$ cat src/rtl/matrix_result_tx_pkg.sv
// Shared constants for the result-matrix byte transmitter: geometry, frame
// length, FSM encoding and the per-element byte slicer.
package matrix_result_tx_pkg;

    localparam int N_ELEM         = 9;
    localparam int ELEM_W         = 18;
    localparam int BYTES_PER_ELEM = 3;
    localparam int FRAME_BYTES    = N_ELEM * BYTES_PER_ELEM;
    localparam int FLAT_W         = N_ELEM * ELEM_W;
    localparam int PAD_W          = 8 * BYTES_PER_ELEM;

    localparam int ELEM_IDX_W     = 4;
    localparam int BYTE_IDX_W     = 2;

    localparam logic [ELEM_IDX_W-1:0] LAST_ELEM = ELEM_IDX_W'(N_ELEM - 1);
    localparam logic [BYTE_IDX_W-1:0] LAST_BYTE = BYTE_IDX_W'(BYTES_PER_ELEM - 1);

    localparam logic [1:0] ST_IDLE = 2'd0;
    localparam logic [1:0] ST_SEND = 2'd1;
    localparam logic [1:0] ST_FIN  = 2'd2;

    // Little-endian slice of one entry; the top byte is zero-extended.
    function automatic logic [7:0] elem_byte(input logic [ELEM_W-1:0] e,
                                             input logic [BYTE_IDX_W-1:0] b);
        logic [PAD_W-1:0] padded;
        logic [7:0]       r;
        padded = {{(PAD_W - ELEM_W){1'b0}}, e};
        case (b)
            2'd0:    r = padded[7:0];
            2'd1:    r = padded[15:8];
            default: r = padded[23:16];
        endcase
        return r;
    endfunction

endpackage

$ cat src/rtl/matrix_result_tx.sv
// Byte-serial valid/ready transmitter for the 3x3 result matrix: snapshots C
// on start, streams 27 little-endian bytes, then pulses done for one cycle.
module matrix_result_tx
    import matrix_result_tx_pkg::*;
(
    input  logic              clk,
    input  logic              rst_n,
    input  logic              start,
    input  logic [FLAT_W-1:0] c_flat,
    input  logic              out_ready,
    output logic [7:0]        out_data,
    output logic              out_valid,
    output logic              busy,
    output logic              done
);

    logic [1:0]                       state;
    logic [N_ELEM-1:0][ELEM_W-1:0]    snap;
    logic [ELEM_IDX_W-1:0]            elem_idx;
    logic [BYTE_IDX_W-1:0]            byte_idx;

    logic                             xfer;
    logic                             last_xfer;
    logic [ELEM_IDX_W-1:0]            nxt_elem;
    logic [BYTE_IDX_W-1:0]            nxt_byte;
    logic [7:0]                       nxt_data;

    assign xfer      = out_valid && out_ready;
    assign last_xfer = xfer && (elem_idx == LAST_ELEM) && (byte_idx == LAST_BYTE);

    // Index of the byte that follows the one currently on the wire.
    always_comb begin
        nxt_elem = elem_idx;
        nxt_byte = byte_idx + 1'b1;
        if (byte_idx == LAST_BYTE) begin
            nxt_byte = '0;
            nxt_elem = elem_idx + 1'b1;
        end
    end

    // nxt_elem only reaches past the last entry on the final transfer, where
    // nxt_data is not used.
    always_comb begin
        nxt_data = 8'h00;
        if (nxt_elem <= LAST_ELEM)
            nxt_data = elem_byte(snap[nxt_elem], nxt_byte);
    end

    always_ff @(posedge clk or negedge rst_n) begin
        if (!rst_n) begin
            state     <= ST_IDLE;
            snap      <= '0;
            elem_idx  <= '0;
            byte_idx  <= '0;
            out_data  <= 8'h00;
            out_valid <= 1'b0;
            busy      <= 1'b0;
            done      <= 1'b0;
        end else begin
            case (state)
                ST_IDLE: begin
                    done <= 1'b0;
                    if (start) begin
                        snap      <= c_flat;
                        elem_idx  <= '0;
                        byte_idx  <= '0;
                        out_data  <= elem_byte(c_flat[ELEM_W-1:0], '0);
                        out_valid <= 1'b1;
                        busy      <= 1'b1;
                        state     <= ST_SEND;
                    end
                end
                ST_SEND: begin
                    // Without a transfer everything holds, so the byte is
                    // stable under backpressure.
                    if (last_xfer) begin
                        elem_idx  <= '0;
                        byte_idx  <= '0;
                        out_data  <= 8'h00;
                        out_valid <= 1'b0;
                        done      <= 1'b1;
                        state     <= ST_FIN;
                    end else if (xfer) begin
                        elem_idx <= nxt_elem;
                        byte_idx <= nxt_byte;
                        out_data <= nxt_data;
                    end
                end
                ST_FIN: begin
                    done  <= 1'b0;
                    busy  <= 1'b0;
                    state <= ST_IDLE;
                end
                default: begin
                    out_data  <= 8'h00;
                    out_valid <= 1'b0;
                    busy      <= 1'b0;
                    done      <= 1'b0;
                    state     <= ST_IDLE;
                end
            endcase
        end
    end

endmodule

$ cat config.mk
export PLATFORM = sky130hd
export DESIGN_NAME = matrix_result_tx
export DESIGN_NICKNAME = d
export VERILOG_FILES = /design/src/rtl/matrix_result_tx_pkg.sv /design/src/rtl/matrix_result_tx.sv
export SDC_FILE = /design/constraint.sdc
export NUM_CORES = 1
export LEC_CHECK = 0
export BUFFER_PORTS_ARGS = -buffer_cell sky130_fd_sc_hd__buf_2
export CAP_MARGIN = 20
export CELL_PAD_IN_SITES_DETAIL_PLACEMENT = 1
export CELL_PAD_IN_SITES_GLOBAL_PLACEMENT = 1
export CORE_MARGIN = 2
export CORE_UTILIZATION = 37
export CTS_CLUSTER_SIZE = 20
export DETAILED_ROUTE_END_ITERATION = 16
export PLACE_DENSITY_LB_ADDON = 0.1
export SLEW_MARGIN = 0
export SYNTH_ARGS = -nofsm -noshare
export SYNTH_HDL_FRONTEND = slang
export SYNTH_SLANG_ARGS = --single-unit
export TNS_END_PERCENT = 30
$ cat constraint.sdc
create_clock -name clk -period 3.1 [get_ports clk]
set_input_delay 0.93 -clock clk [delete_from_list [all_inputs] [get_ports clk]]
set_output_delay 0.93 -clock clk [all_outputs]
set_load 0.01 [all_outputs]
### After elaboration in Yosys (flattened, before gate mapping)

Index checks and enable logic that the tools add are counted.

* output and inout port bits: 11
* input bits: 166
* logic and storage cells: 69
* flip-flop bits (word level): 181

* equality and inequality tests: 8
* bitwise gates (word level): 2
* reductions and logical operators: 12
* muxes and demuxes: 27
* magnitude comparators: 2
* add/subtract/negate cells: 2

Operator list (number)
* binary-select mux 18 bit (select 4 bit): 1
* two-way mux 8 bit: 4
* case mux 8 bit (3 select lines): 1
* two-way mux 18 bit: 1
* two-way mux 4 bit: 4
* case mux 8 bit (2 select lines): 1
* two-way mux 2 bit: 6
* AND reduction 3 bit: 3
* case mux 2 bit (2 select lines): 2
* case mux 4 bit (2 select lines): 1
* AND reduction 2 bit: 3
* < comparator 4 x 5 -> 1 bit (second input constant): 1
* adder 4 x 1 -> 4 bit (second input constant): 1
* == test 2 x 1 -> 1 bit (second input constant): 2
* == test 2 bit (second input constant): 2
* == test 4 bit (second input constant): 1
* <= comparator 4 bit (second input constant): 1
* zero test 2 bit: 2
* two-way mux 1 bit: 4
* inequality test 2 bit (second input constant): 2
* logical AND 1 bit: 3
* inequality test 3 bit (second input constant): 1
* case mux 1 bit (3 select lines): 1
* adder 2 x 1 -> 2 bit (second input constant): 1
* 3 further kinds: 4

### Depth between registers and ports, before layout

Gate-level depths: netlist (run 1).

* word-level depth: 9
* gate-level depth with buffers: 12
* depth with buffers taken out: 9

### Least setup slack after synthesis (run 1)

Ideal clock, no wire load.

* path type: reg2reg
* start: reg elem_idx[0]
* end: reg out_data[7]
* cell stages (with the launch flop): 13
* path slack: -41 ps
* data required time: 3031 ps
* buffers on the path: 3
* period minus slack after synthesis: 3141 ps
* library setup time: 69 ps
* data arrival time: 3073 ps
* cells stage by stage: dfrtp_1 > inv_1 > clkbuf_1 > buf_1 > ha_1 > nor3b_1 > a21o_1 > buf_2 > nor3_1 > a311oi_1 > a21oi_1 > or3_1 > nand3_1

* longest elaborated chain between the ends: 9
* elaborated cells between the ends (all ways): 15
* those cells by class: add/sub (1); order compare (1); eq/ne (2); mux (8); reduce/logical (3)

RTL lines
* start, declared: RTL line matrix_result_tx.sv:19 `logic [ELEM_IDX_W-1:0] elem_idx;`
* start signal, assigned: RTL line matrix_result_tx.sv:84 `elem_idx <= nxt_elem;`
* adder 4 x 1 -> 4 bit: RTL line matrix_result_tx.sv:37 `nxt_elem = elem_idx + 1'b1;`
* two-way mux 4 bit: RTL line matrix_result_tx.sv:35 `if (byte_idx == LAST_BYTE) begin`
* binary-select mux 18 bit (select 4 bit): RTL line matrix_result_tx.sv:46 `nxt_data = elem_byte(snap[nxt_elem], nxt_byte);`
* two-way mux 18 bit (implied by the code): RTL line matrix_result_tx.sv:46
* case mux 8 bit (2 select lines): RTL line matrix_result_tx_pkg.sv:28 `case (b)`
* two-way mux 8 bit: RTL line matrix_result_tx.sv:45 `if (nxt_elem <= LAST_ELEM)`
* two-way mux 8 bit: RTL line matrix_result_tx.sv:83 `end else if (xfer) begin`
* two-way mux 8 bit: RTL line matrix_result_tx.sv:76 `if (last_xfer) begin`
* case mux 8 bit (3 select lines): RTL line matrix_result_tx.sv:60 `case (state)`
* end signal, assigned: RTL line matrix_result_tx.sv:67 `out_data <= elem_byte(c_flat[ELEM_W-1:0], '0);`
* end signal, assigned: RTL line matrix_result_tx.sv:86 `out_data <= nxt_data;`
* end, declared: RTL line matrix_result_tx.sv:11 `output logic [7:0] out_data,`

Several ways; a longest one is shown, not always the timed one. The select of a mux whose other input is x is not followed.
A chain may end at the register's enable or synchronous reset.

### Worst setup path in the final report (run 1)

* start: reg elem_idx[0]
* end: reg out_data[3]

Same word-level chain as after synthesis.

==> results.toml, run 1 <==
[clock_tree]
clockBufferDepth = 2
cts-htree-levels = 4
clk_latency_ns = 0.44
cts_hold_buffers = 0
cts_resized = 0
cts.clk_slew.worst_paths_ns = 0.07
root_buffer = "clkbuf_16"
cts_buffers = 17
tritoncts = "done"
postCtsSetupRepairBufs = 0
clock_sinks = 181

[floorplan]
io_pins = 177
num_rows = 57
dieArea_sq_um = 26000
start_util_pct = 37.7
core_area_sq_um = 24300
die_x_um = 161
die_h_um = 161

[layout]
design_area_sq_um = 11100
layout-drive-gt1-share_pct = 20.7
final_common_cell = "nand2_1"
stdcell_count = 1623
area_delta_synth_final_pct = 21.2
antenna_cells = 0
final_nets = 1454
mostFrequentLayoutCells = "nand2_1 (558), dfrtp_1 (181), buf_2 (175)"

[synthesis]
synth_cell_type_count = 57
synth-edff-count = 0
synth_top_area_cell = "dfrtp_1"
syn_area_sq_um = 9170
ys_warn_count = 0
yosys.area.top_type_share_pct = 49.4
avgSynthCellArea_sq_um = 8.10
netlist_top_cells_area = "dfrtp_1 (49%), nand2_1 (23%), mux2i_1 (2.7%), clkbuf_1 (2.2%), o211ai_1 (1.8%)"
seq_area_frac_synth_pct = 49.4
yosys_register_bits = 181
async_flop_share_pct = 100
syn-num-nets = 1300
syn-instance-count = 1132
synth_top_flop_cell = "dfrtp_1"

[routing]
viasPerCell = 5.15
wl_mm = 30.4
final_antenna_net_count = 0
post_drt_wl_per_cell_um = 18.7
firstDrtPassIters = 4
drc_errors = 0
detail_route.iter0.violations = 354
vias = 8360

[sta]
setup-violations-final = 0
rsz0062_at_grt = "false"
period_share_pct = 88.9
maxSlewHeadroom_pct = 48.3
fmax_ghz = 0.363
slew_violations = 0
tightest_slew_ns = 0.775
finalHoldViolCount = 0
fin_skew_ns = 0.0151
post-route-min-period_ns = 2.76
setup_slack_ns = 0.344
tns_ns = 0

[power]
leakage_uw = 0.00569
totalPowerFinal_uw = 10700
max-vdd-ir-drop_mv = 0.448
power.density_nw_per_um2 = 962

[critical_path]
worstPathArrival_ns = 3.07
path_max_fanout = 39
crit_type = "reg -> reg"
required_ns = 3.41
worst_setup_path_start_kind = "flop"
cp-end-kind = "flop"

[placement]
place.gp.congestion = 0.863
place_inst = 1591
dp_hpwl_mm = 22.8
pre_cts_ws_ns = 0.382
portBuffers = 176
dpl_cell_area_sq_um = 10500

[global_route]
grt_max_degree = 67
antenna_found_initial = 0
grt_usage_pct = 24.3
grt_pass1_wl_mm = 49.1
grt_pass1_vias = 8860
grt-ovfl-total = 0

[flow_run]
maxCapViolations = 0

[hold_path]
hp-class = "in -> async"

[run_status]
status = "finished, final reports clean"
worst max-delay path: stages (launching register included):
cell,delay (ns)
dfrtp_1,0.35
buf_4,0.39
ha_1,0.29
nand3b_1,0.21
nor3_1,0.19
nor3_1,0.10
or4_1,0.52
o211ai_1,0.11
a21oi_1,0.08
or3_1,0.38
stage by stage:
step,hold slack [ns],utilization [%]
floorplan,0.438,-
global placement,0.458,43.3
detailed placement,0.465,43.3
CTS,0.484,45.7
global route,0.501,45.7
finish,0.475,45.7
kinds of logic (layout without fill, tap and decap cells):
kind of cell	after synthesis	after routing	share of synthesized area, %
AND/OR/NAND/NOR	692	692	30.5
buffers and inverters	80	247	3.54
flip-flops	181	181	49.4
multiplexers	36	36	4.94
XOR/XNOR	5	5	0.928
adder cells (fa/ha/maj)	2	2	0.273
AO/OA/AOI/OAI	136	136	10.4
synthesized netlist by cell type (6+ instances only):
master / n
mux2i_1: 25
nor4_1: 7
nand2b_1: 7
nand3_1: 28
nand2_1: 559
dfrtp_1: 181
mux4_2: 7
nor3_1: 23
nor2_1: 39
clkbuf_1: 54
o22ai_1: 11
or3_1: 6
a31oi_1: 9
a21oi_1: 19
buf_1: 8
o21ai_0: 22
buf_2: 13
o211ai_1: 22
registers in the layout, summed over array words and instances, names as in the netlist:
signal     cells
elem_idx       4
out_data       8
byte_idx       2
done           1
state          2
busy           1
out_valid      1
snap         162
worst paths after layout:
kind	startpoint	to	slack, ns	depth (start not counted)
setup / recovery	elem_idx[0]	out_data[3]	0.34	9
hold / removal	rst_n	snap[159]	0.48	1
min in group clk	snap[119]	snap[119]	0.48	2
setup reg to reg	elem_idx[0]	out_data[3]	0.34	9
hold reg to reg	snap[119]	snap[119]	0.48	2
max in group asynchronous	rst_n	snap[25]	1.94	2
final cells by class:
class	instances	area (sq um)
Fill cell	2991	13200
Sequential cell	181	4530
Multi-Input combinational cell	871	4330
Timing Repair Buffer	211	1250
Clock buffer	18	439
Tap cell	324	405
Clock inverter	14	139
Inverter	4	15.0
per-layer routing:
layer	GRT usage, %	vias to the layer above	routed length, um
met5	0	-	0
met4	5.72	0	499
met3	4.26	34	1070
met1	32.3	4118	14000
li1	-	4059	-
met2	41.3	149	14900
power by group:
part           total, uW  switching, uW  internal [uW]
Combinational       4700           2850           1850
Sequential          3850            712           3140
Clock               2140           1050           1090
(Power assumes the default switching activity.)
==> inputs of run 2 (changes only) <==
--- a/config.mk
+++ b/config.mk
@@ -10,7 +10,7 @@
 export CELL_PAD_IN_SITES_DETAIL_PLACEMENT = 1
 export CELL_PAD_IN_SITES_GLOBAL_PLACEMENT = 1
 export CORE_MARGIN = 2
-export CORE_UTILIZATION = 37
+export CORE_UTILIZATION = 44
 export CTS_CLUSTER_SIZE = 20
 export DETAILED_ROUTE_END_ITERATION = 16
 export PLACE_DENSITY_LB_ADDON = 0.1
==> constraint.sdc (replaced) <==
create_clock -name clk -period 3.5 [get_ports clk]
set_input_delay 1.05 -clock clk [delete_from_list [all_inputs] [get_ports clk]]
set_output_delay 1.05 -clock clk [all_outputs]
set_load 0.01 [all_outputs]
==> run 2 against run 1 <==
Combinational power is 11% lower. Final cell count is 3.4% lower. Die area is 16% lower. Non-clock buffer count is 1 lower. Clock power is 10% lower. Clock skew is 0.0013 ns lower. Core utilization is 8.3 points higher. First-iteration DRC count is 50% higher. Sequential share of layout area is 0.43 points higher. Cell area is 1.0% lower. Hold slack better by 0.0088 ns. Largest power group unchanged.
==> results.toml, run 2 (synthesis gave the netlist of run 1 again) <==
[critical_path]
worstReg2RegStart = "elem_idx[0]"
regToRegSetupSlack_ns = 0.66
worstRegToRegCells = 9
worstPathArrival_ns = 3.16
crit_type = "reg -> reg"
path_max_fanout = 39
worst_setup_path_start_kind = "flop"
cp_slowest_cell = "or4_1"
worst_r2r_endpoint = "out_data[3]"
required_ns = 3.82
cpMostUsedCell = "nor3_1"
cp-end-kind = "flop"
crit_path_max_incr_delay_ns = 0.55
crit_chain = "buf_4 -> ha_1 -> nand3b_1 -> nor3_1 -> nor3_1 -> or4_1 -> o211ai_1 -> a21oi_1 -> or3_1"

[routing]
final_antenna_net_count = 0
viasPerCell = 5.52
drc_errors = 0
wl_mm = 31.1
firstDrtPassIters = 5
vias = 8653
detail_route.iter0.violations = 530
post_drt_wl_per_cell_um = 19.9

[global_route]
grt-ovfl-total = 0
grt_usage_pct = 29.3
grt_pass1_wl_mm = 49.4
grt_pass1_vias = 9150
antenna_found_initial = 0
grt_max_degree = 81

[placement]
portBuffers = 176
dpl_cell_area_sq_um = 10400
dp_hpwl_mm = 22.4
place.gp.congestion = 0.957

[sta]
tns_ns = 0
maxSlewHeadroom_pct = 44.7
slew_violations = 0
finalHoldViolCount = 0
post-route-min-period_ns = 2.84
tightest_slew_ns = 0.830
fin_skew_ns = 0.0138
period_share_pct = 81.1
fmax_ghz = 0.352
rsz0062_at_grt = "false"
setup-violations-final = 0

[layout]
final_nets = 1453
fill_cells = 2574
area_delta_synth_final_pct = 19.9
design_area_sq_um = 11000
top_register = "snap"
mostFrequentLayoutCells = "nand2_1 (558), dfrtp_1 (181), buf_2 (175)"
antenna_cells = 0
final_common_cell = "nand2_1"
layout-drive-gt1-share_pct = 20.5
multi_input_area_sq_um = 4330
ff_latch_area_sq_um = 4530
largestRegisters = "snap (162), out_data (8), elem_idx (4)"
largest_reg_flops = 162

[power]
power.density_nw_per_um2 = 864
max-vdd-ir-drop_mv = 0.370
totalPowerFinal_uw = 9500
leakage_uw = 0.00566

[run_status]
status = "finished, final reports clean"

[clock_tree]
cts.clk_slew.worst_paths_ns = 0.07
root_buffer = "clkbuf_16"
clockBufferDepth = 2
cts_hold_buffers = 0
clk_latency_ns = 0.45
cts_buffers = 17
cts-htree-levels = 4
tritoncts = "done"
cts_resized = 0
clock_sinks = 181
postCtsSetupRepairBufs = 0

[floorplan]
num_rows = 52
dieArea_sq_um = 22000
die_h_um = 148
io_pins = 177
core_area_sq_um = 20400
start_util_pct = 45.0
die_x_um = 148

[hold_path]
hp-class = "reg -> reg"
hp-start = "snap[57]"
min_to = "snap[57]"
hold_depth = 2

[flow_run]
maxCapViolations = 0
==> run 2: changes by cell type in the layout (fill, tap and decap cells not counted), moves of 2 or more <==
| cell | change |
|---|---|
| clkinvlp_4 | +3 |
| clkinv_4 | -3 |
| inv_6 | +2 |
| clkinv_8 | -2 |
| buf_12 | -2 |
==> run 2: critical path: cells and delay by family (launching register included) <==
kind	cells	cell delay, ns
AO/OA/AOI/OAI	2	0.23
adder cells (fa/ha/maj)	1	0.29
buffers and inverters	1	0.40
flip-flops	1	0.35
AND/OR/NAND/NOR	5	1.45
==> run 2: layout make-up <==
type	instances	share of cell area, %
sequential	181	41.2
multi-input combinational	871	39.4
timing repair buffer	210	11.1
clock buffer	18	3.90
tap	270	3.07
clock inverter	14	1.26
inverter	4	0.137
==> run 2: per-layer routing <==
metal,share of wire (%),track usage [%],vias to the layer above
met3,5.8,6.69,65
met4,3.6,13.3,0
met1,41,35.6,4262
met5,0,0,-
li1,-,-,4045
met2,50,49.9,281
==> run 2: worst max-delay path by stage <==
stage                           start           to  slack [ns]  depth (start not counted)
after floorplan           elem_idx[0]  out_data[7]        0.36                         12
after global placement      out_ready  out_data[2]        0.68                          6
after detailed placement    out_ready  out_data[2]        0.63                          6
after CTS                 elem_idx[0]  out_data[3]        0.66                          9
after global routing      elem_idx[0]  out_data[3]        0.49                          9
final                     elem_idx[0]  out_data[3]        0.66                          9
==> run 2: through the flow <==
step / hold slack [ns] / utilization (%) / std cells / worst slack (ns)
2_1_floorplan: 0.438 / - / 1132 / 0.359
6_report: 0.484 / 54.0 / 1568 / 0.661
3_5_place_dp: 0.467 / 51.2 / 1536 / 0.631
3_3_place_gp: 0.464 / 51.2 / 1536 / 0.682
5_1_grt: 0.513 / 54.0 / 1568 / 0.492
4_1_cts: 0.486 / 54.0 / 1568 / 0.660
==> run 2: where the power goes <==
| part | switching, uW | total (uW) | leakage [uW] | internal, uW |
|---|---|---|---|---|
| Clock | 925 | 1920 | 0.000264 | 1000 |
| Sequential | 634 | 3410 | 0.00226 | 2780 |
| Combinational | 2510 | 4160 | 0.00314 | 1650 |
| Total | 4070 | 9500 | 0.00566 | 5430 |
